===== src/rtl/seg16_scan_decoder.sv =====
// Receive-side 16-segment scan decoder: reassembles 6-digit multiplexed frames,
// filters glitches across frames and decodes back to ASCII. Optional macro SEG16_INV_EN.
module seg16_scan_decoder #(
    parameter int STABLE_FRAMES  = 2,
    parameter int TIMEOUT_CYCLES = 1024
) (
    input  logic        clk,
    input  logic        rst,
    input  logic [15:0] seg_in,
    input  logic [5:0]  dig_sel,
    input  logic        dig_valid,
    output logic [7:0]  char1,
    output logic [7:0]  char2,
    output logic [7:0]  char3,
    output logic [7:0]  char4,
    output logic [7:0]  char5,
    output logic [7:0]  char6,
    output logic        frame_done,
    output logic        sync_err,
    output logic [5:0]  bad_glyph,
    output logic        link_lost
);
    typedef enum logic [1:0] {
        ST_HUNT    = 2'd0,
        ST_COLLECT = 2'd1,
        ST_COMMIT  = 2'd2
    } state_t;

    localparam int IW = $clog2(TIMEOUT_CYCLES);
    localparam logic [IW-1:0] TMO_LAST = IW'(TIMEOUT_CYCLES - 1);
    localparam logic [3:0] STB = 4'(STABLE_FRAMES);

    // Returns {bad_flag, ascii} for a committed pattern.
    function automatic logic [8:0] decode(input logic [15:0] p);
        case (p)
            16'h0FFF: decode = {1'b0, 8'h41};
            16'h0F7B: decode = {1'b0, 8'h42};
            16'h0A3F: decode = {1'b0, 8'h43};
            16'h0F77: decode = {1'b0, 8'h44};
            16'h0A7F: decode = {1'b0, 8'h45};
            16'h0A78: decode = {1'b0, 8'h46};
            16'h0000: decode = {1'b0, 8'h20};
            default:  decode = {1'b1, 8'h3F};
        endcase
    endfunction

    state_t          r_state, w_state_nxt;
    logic [2:0]      r_idx, w_idx_nxt, w_store_idx;
    logic [IW-1:0]   r_idle, w_idle_nxt;
    logic            w_store, w_err, w_tmo;
    logic [15:0]     w_seg;
    logic [15:0]     r_slot [6];
    logic [15:0]     r_prev [6];
    logic [3:0]      r_cnt [6];
    logic [3:0]      w_cnt_nxt [6];
    logic [5:0]      w_upd;
    logic [8:0]      w_dec [6];
    logic [7:0]      r_char [6];
    logic [5:0]      r_bad;
    logic            r_frame_done, r_sync_err, r_link_lost;

`ifdef SEG16_INV_EN
    assign w_seg = ~seg_in;
`else
    assign w_seg = seg_in;
`endif

    // Next-state and slot-capture control.
    always_comb begin
        w_state_nxt = r_state;
        w_store     = 1'b0;
        w_store_idx = r_idx;
        w_idx_nxt   = r_idx;
        w_idle_nxt  = r_idle;
        w_err       = 1'b0;
        w_tmo       = 1'b0;
        case (r_state)
            ST_HUNT, ST_COMMIT: begin
                if (dig_valid && dig_sel == 6'b000001) begin
                    w_store     = 1'b1;
                    w_store_idx = 3'd0;
                    w_idx_nxt   = 3'd1;
                    w_idle_nxt  = '0;
                    w_state_nxt = ST_COLLECT;
                end else begin
                    w_state_nxt = ST_HUNT;
                end
            end
            ST_COLLECT: begin
                if (dig_valid) begin
                    w_idle_nxt = '0;
                    if (dig_sel == (6'b000001 << r_idx)) begin
                        w_store     = 1'b1;
                        w_store_idx = r_idx;
                        w_idx_nxt   = r_idx + 3'd1;
                        w_state_nxt = (r_idx == 3'd5) ? ST_COMMIT : ST_COLLECT;
                    end else begin
                        w_err = 1'b1;
                        if (dig_sel == 6'b000001) begin
                            w_store     = 1'b1;
                            w_store_idx = 3'd0;
                            w_idx_nxt   = 3'd1;
                            w_state_nxt = ST_COLLECT;
                        end else begin
                            w_state_nxt = ST_HUNT;
                        end
                    end
                end else if (r_idle == TMO_LAST) begin
                    w_err       = 1'b1;
                    w_tmo       = 1'b1;
                    w_idle_nxt  = '0;
                    w_state_nxt = ST_HUNT;
                end else begin
                    w_idle_nxt = r_idle + {{(IW-1){1'b0}}, 1'b1};
                end
            end
            default: w_state_nxt = ST_HUNT;
        endcase
    end

    // Per-digit stability counter update and decode of captured slots.
    always_comb begin
        for (int n = 0; n < 6; n++) begin
            w_dec[n] = decode(r_slot[n]);
            if (r_slot[n] == r_prev[n]) begin
                w_cnt_nxt[n] = (r_cnt[n] >= STB) ? STB : r_cnt[n] + 4'd1;
            end else begin
                w_cnt_nxt[n] = 4'd1;
            end
            w_upd[n] = (w_cnt_nxt[n] == STB);
        end
    end

    // Frame assembly state: FSM, digit index, idle timer and slot capture.
    always_ff @(posedge clk or posedge rst) begin
        if (rst) begin
            r_state <= ST_HUNT;
            r_idx   <= 3'd0;
            r_idle  <= '0;
            for (int n = 0; n < 6; n++) r_slot[n] <= 16'h0000;
        end else begin
            r_state <= w_state_nxt;
            r_idx   <= w_idx_nxt;
            r_idle  <= w_idle_nxt;
            if (w_store) r_slot[w_store_idx] <= w_seg;
        end
    end

    // Commit path and status pulses; slots are read before any same-edge recapture.
    always_ff @(posedge clk or posedge rst) begin
        if (rst) begin
            r_frame_done <= 1'b0;
            r_sync_err   <= 1'b0;
            r_link_lost  <= 1'b1;
            r_bad        <= 6'b000000;
            for (int n = 0; n < 6; n++) begin
                r_prev[n] <= 16'h0000;
                r_cnt[n]  <= 4'd0;
                r_char[n] <= 8'h20;
            end
        end else begin
            r_frame_done <= (r_state == ST_COMMIT);
            r_sync_err   <= w_err;
            if (w_tmo) begin
                r_link_lost <= 1'b1;
            end else if (r_state == ST_COMMIT) begin
                r_link_lost <= 1'b0;
            end
            if (r_state == ST_COMMIT) begin
                for (int n = 0; n < 6; n++) begin
                    r_prev[n] <= r_slot[n];
                    r_cnt[n]  <= w_cnt_nxt[n];
                    if (w_upd[n]) begin
                        r_char[n] <= w_dec[n][7:0];
                        r_bad[n]  <= w_dec[n][8];
                    end
                end
            end
        end
    end

    assign char1      = r_char[0];
    assign char2      = r_char[1];
    assign char3      = r_char[2];
    assign char4      = r_char[3];
    assign char5      = r_char[4];
    assign char6      = r_char[5];
    assign bad_glyph  = r_bad;
    assign frame_done = r_frame_done;
    assign sync_err   = r_sync_err;
    assign link_lost  = r_link_lost;

endmodule


===== config.mk =====
export PLATFORM = sky130hd
export DESIGN_NAME = seg16_scan_decoder
export DESIGN_NICKNAME = d
export VERILOG_FILES = /design/src/rtl/seg16_scan_decoder.sv
export SDC_FILE = /design/constraint.sdc
export NUM_CORES = 1
export LEC_CHECK = 0
export BUFFER_PORTS_ARGS = -buffer_cell sky130_fd_sc_hd__buf_2
export CAP_MARGIN = 20
export CORE_UTILIZATION = 45
export CTS_CLUSTER_SIZE = 10
export DETAILED_ROUTE_END_ITERATION = 7
export HOLD_SLACK_MARGIN = 0.12
export PLACE_DENSITY = 0.73
export SYNTH_ARGS = -nofsm -noshare
export SYNTH_HDL_FRONTEND = slang
export SYNTH_SLANG_ARGS = --single-unit

===== constraint.sdc =====
create_clock -name clk -period 8.7 [get_ports clk]
set_input_delay 0 -clock clk [delete_from_list [all_inputs] [get_ports clk]]
set_output_delay 0 -clock clk [all_outputs]
set_load 0.05 [all_outputs]

==> flow_metrics.py <==
metrics = {
    "outcome": {
        "status": "finished clean",
    },
    "clocking": {
        "htreeDepth": 1,
        "clkTransAtPathRegs_ps": 60,
        "cts_num_sinks": 270,
        "post_cts_buffers": 0,
        "clock_latency_ps": 550,
        "hold_buffers": 21,
        "tritoncts": "done",
        "clockBufferDepth": 3,
        "cts_buffers": 31,
        "ctsResizeCount": 0,
        "root_buffer": "clkbuf_16",
    },
    "detailed_routing": {
        "drt_iter0_drc": 561,
        "first_pass_iters": 5,
        "wl_per_cell_um": 16.81,
        "avgViaCountPerCell": 5.468,
        "postRouteAntennaNets": 0,
        "drt_wl_total_mm": 30.03,
        "drc": 0,
        "dr_total_vias": 9765,
    },
    "yosys": {
        "ys_ff_latch": 270,
        "synthSimpleGateAreaFrac_pct": 20.31,
        "avgSynthCellArea_um2": 10.10,
        "synth-main-ff-cell": "dfrtp_1",
        "netlist_area_um2": 13370,
        "synth_edf_count": 0,
        "synth_top_area_share_pct": 49.22,
        "synth_fa_ha_area_share_pct": 1.684,
        "synth_compound_area_share_pct": 6.476,
        "synth_top_family_by_area": "simple AND/OR/NAND/NOR gates",
        "ys_warn_count": 0,
        "synthCells": 1324,
        "synth_mux_area_share_pct": 10.12,
        "netlist_top_cells_area": "dfrtp_1, mux2_2, nand2_1, xor2_1, xnor2_1",
        "synth_xor_area_share_pct": 6.747,
        "synth.distinct_cells": 70,
        "seq_area_frac_synth_pct": 50.60,
        "async_flop_share_pct": 100.0,
        "yosysTopAreaCell": "dfrtp_1",
    },
    "finish": {
        "drive_above_1_share_pct": 18.27,
        "final_common_cell": "nand2_1",
        "fin_nets": 1422,
        "syn2layout_area_growth_pct": 12.19,
        "layout_common_cells": "nand2_1, dfrtp_1, mux2_2",
    },
    "critical_path": {
        "crit_type": "reg -> reg",
        "end_kind": "flop",
        "r2r_slack_ps": 4610,
        "worst_ep_required_time_ps": 9120,
        "worstPathArrival_ps": 4520,
        "r2r_cells": 7,
        "cp-start-kind": "flop",
        "worstPathMaxFanout": 16,
        "reg2reg_to": "r_slot[32]",
        "worstReg2RegStart": "r_idx[0]",
    },
    "timing": {
        "finClkSkew_ps": 11.12,
        "hold_violations": 0,
        "max_freq_mhz": 244.3,
        "drv_slew": 0,
        "period_share_pct": 47.04,
        "finalSetupViolCount": 0,
        "layout_min_cycle_time_ps": 4093,
        "finalSetupTns_ps": 0,
        "relSlewSlack_pct": 31.17,
        "worst_pin_slew_ps": 1025,
        "rsz0062_at_grt": "false",
    },
    "power": {
        "leakage_nw": 7.753,
        "p_comb_share_pct": 4.2,
        "swShare_pct": 22.91,
        "p_total_w": 0.002561,
        "max-vdd-ir-drop_v": 0.0001540,
        "internal-power_w": 0.001974,
        "clockPowerShare_pct": 45.3,
        "power_density_nw_per_um2": 170.8,
        "p_sw_w": 0.0005869,
        "seq_power_share_pct": 50.5,
    },
    "floorplan": {
        "initial_core_util_pct": 46.21,
        "die_x_um": 174.4,
        "core_area_um2": 28940,
        "rows": 62,
        "io_pins": 82,
        "design.die.area_um2": 30400,
        "fp.dieH_um": 174.4,
    },
    "global_routing": {
        "grt_util_all_layers_pct": 20.03,
        "grt_start_max_net_pins": 127,
        "grt_use_met2_pct": 32.40,
        "grt_pass1_vias": 9491,
        "met3_usage_pct": 2.734,
        "grt_overflow": 0,
        "top_usage_layer": "met2",
        "antenna_found_initial": 2,
        "grt_pass1_wl_mm": 49.52,
        "met1_usage_pct": 28.11,
    },
    "placement": {
        "dp_hpwl_mm": 19.76,
        "gp_routability_congestion": 0.8429,
        "io_buffers": 75,
    },
    "worst_hold_path": {
        "hold_path_class": "in -> async",
    },
    "flow_run": {
        "max_cap_viol_count": 0,
    },
}
==> layer usage <==
metal / part of all wire (%) / routed length, µm
met1: 46 / 13890
met2: 47 / 14100
met3: 4.6 / 1369
met4: 2.2 / 658
met5: 0.033 / 10
==> metrics by stage <==
step	cell area, µm²	setup slack (ps)	hold WS [ps]	cells	util [%]
floorplan	13390	1273	151.6	1329	-
global placement	13890	4672	258.4	1707	47.99
detailed placement	13890	4555	258.7	1707	47.99
CTS	14980	4571	187.3	1783	51.78
global route	15000	4285	242.3	1785	51.83
finish	15000	4607	178.9	1786	51.84
==> worst max-delay path, stage by stage, from the launching register on <==
cell,delay [ps]
dfrtp_1,520
clkinv_1,370
ha_1,340
nor2b_1,160
a2111oi_0,490
o2111ai_2,590
nor4_4,1060
mux2_2,430
==> final cells by class <==
cell class	count	area, µm²
clock inverters	2	16.27
inverters	26	106.4
fillers	2552	13930
flip-flops and latches	270	6765
repair buffers	104	646.9
diodes	1	2.502
multi-input cells	946	6115
clock buffers	53	868.3
well taps	384	480.5
==> how the worst max path moves through the flow <==
stage | start | end | slack, ps | cells after the start
detailed placement | r_idx[0] | r_slot[73] | 4550 | 7
global placement | r_idx[0] | r_slot[64] | 4670 | 7
floorplan | rst | char1[0] | 1270 | 1
global route | r_idx[0] | r_slot[63] | 4280 | 7
finish | r_idx[0] | r_slot[32] | 4610 | 7
CTS | r_idx[0] | r_slot[75] | 4570 | 7
==> logic make-up (layout without fill, tap and decap cells) <==
family | after synthesis | count (layout)
AO/OA/AOI/OAI | 133 | 133
adder cells (fa/ha/maj) | 18 | 18
buffers and inverters | 113 | 185
other | 1 | 7
XOR/XNOR | 103 | 103
flip-flops | 270 | 270
AND/OR/NAND/NOR | 565 | 565
multiplexers | 121 | 121
==> sequential cells by signal, indices dropped and copies added (netlist names) <==
| register | cells |
|---|---|
| r_state | 2 |
| link_lost | 1 |
| char6 | 6 |
| char3 | 6 |
| char2 | 6 |
| r_slot | 96 |
| r_idx | 3 |
| char4 | 6 |
| r_cnt | 24 |
| r_idle | 10 |
| sync_err | 1 |
| r_prev | 96 |
| char5 | 6 |
| char1 | 6 |
| frame_done | 1 |
==> synth_stat cells, types with 18 or more instances <==
master / n
xor2_1: 65
clkbuf_1: 55
nor2_1: 33
ha_1: 18
nand2_1: 331
nor3_1: 18
nor4_1: 45
buf_4: 20
inv_1: 24
a21oi_1: 27
nand3_1: 28
xnor2_1: 38
nand4_1: 25
o21ai_0: 36
mux2_2: 113
dfrtp_1: 263
==> power by group through the flow <==
stage | clock [W] | combinational [W] | sequential, W
5_1_grt | 0.00123 | 0.000121 | 0.00129
6_report | 0.00116 | 0.000109 | 0.00129
3_5_place_dp | 0 | 0.000103 | 0.00131
4_1_cts | 0.00119 | 0.000110 | 0.00129
2_1_floorplan | 0 | 0.0000736 | 0.00130
3_3_place_gp | 0 | 0.000101 | 0.00131
Note: power is estimated with default switching activity, not from simulation.
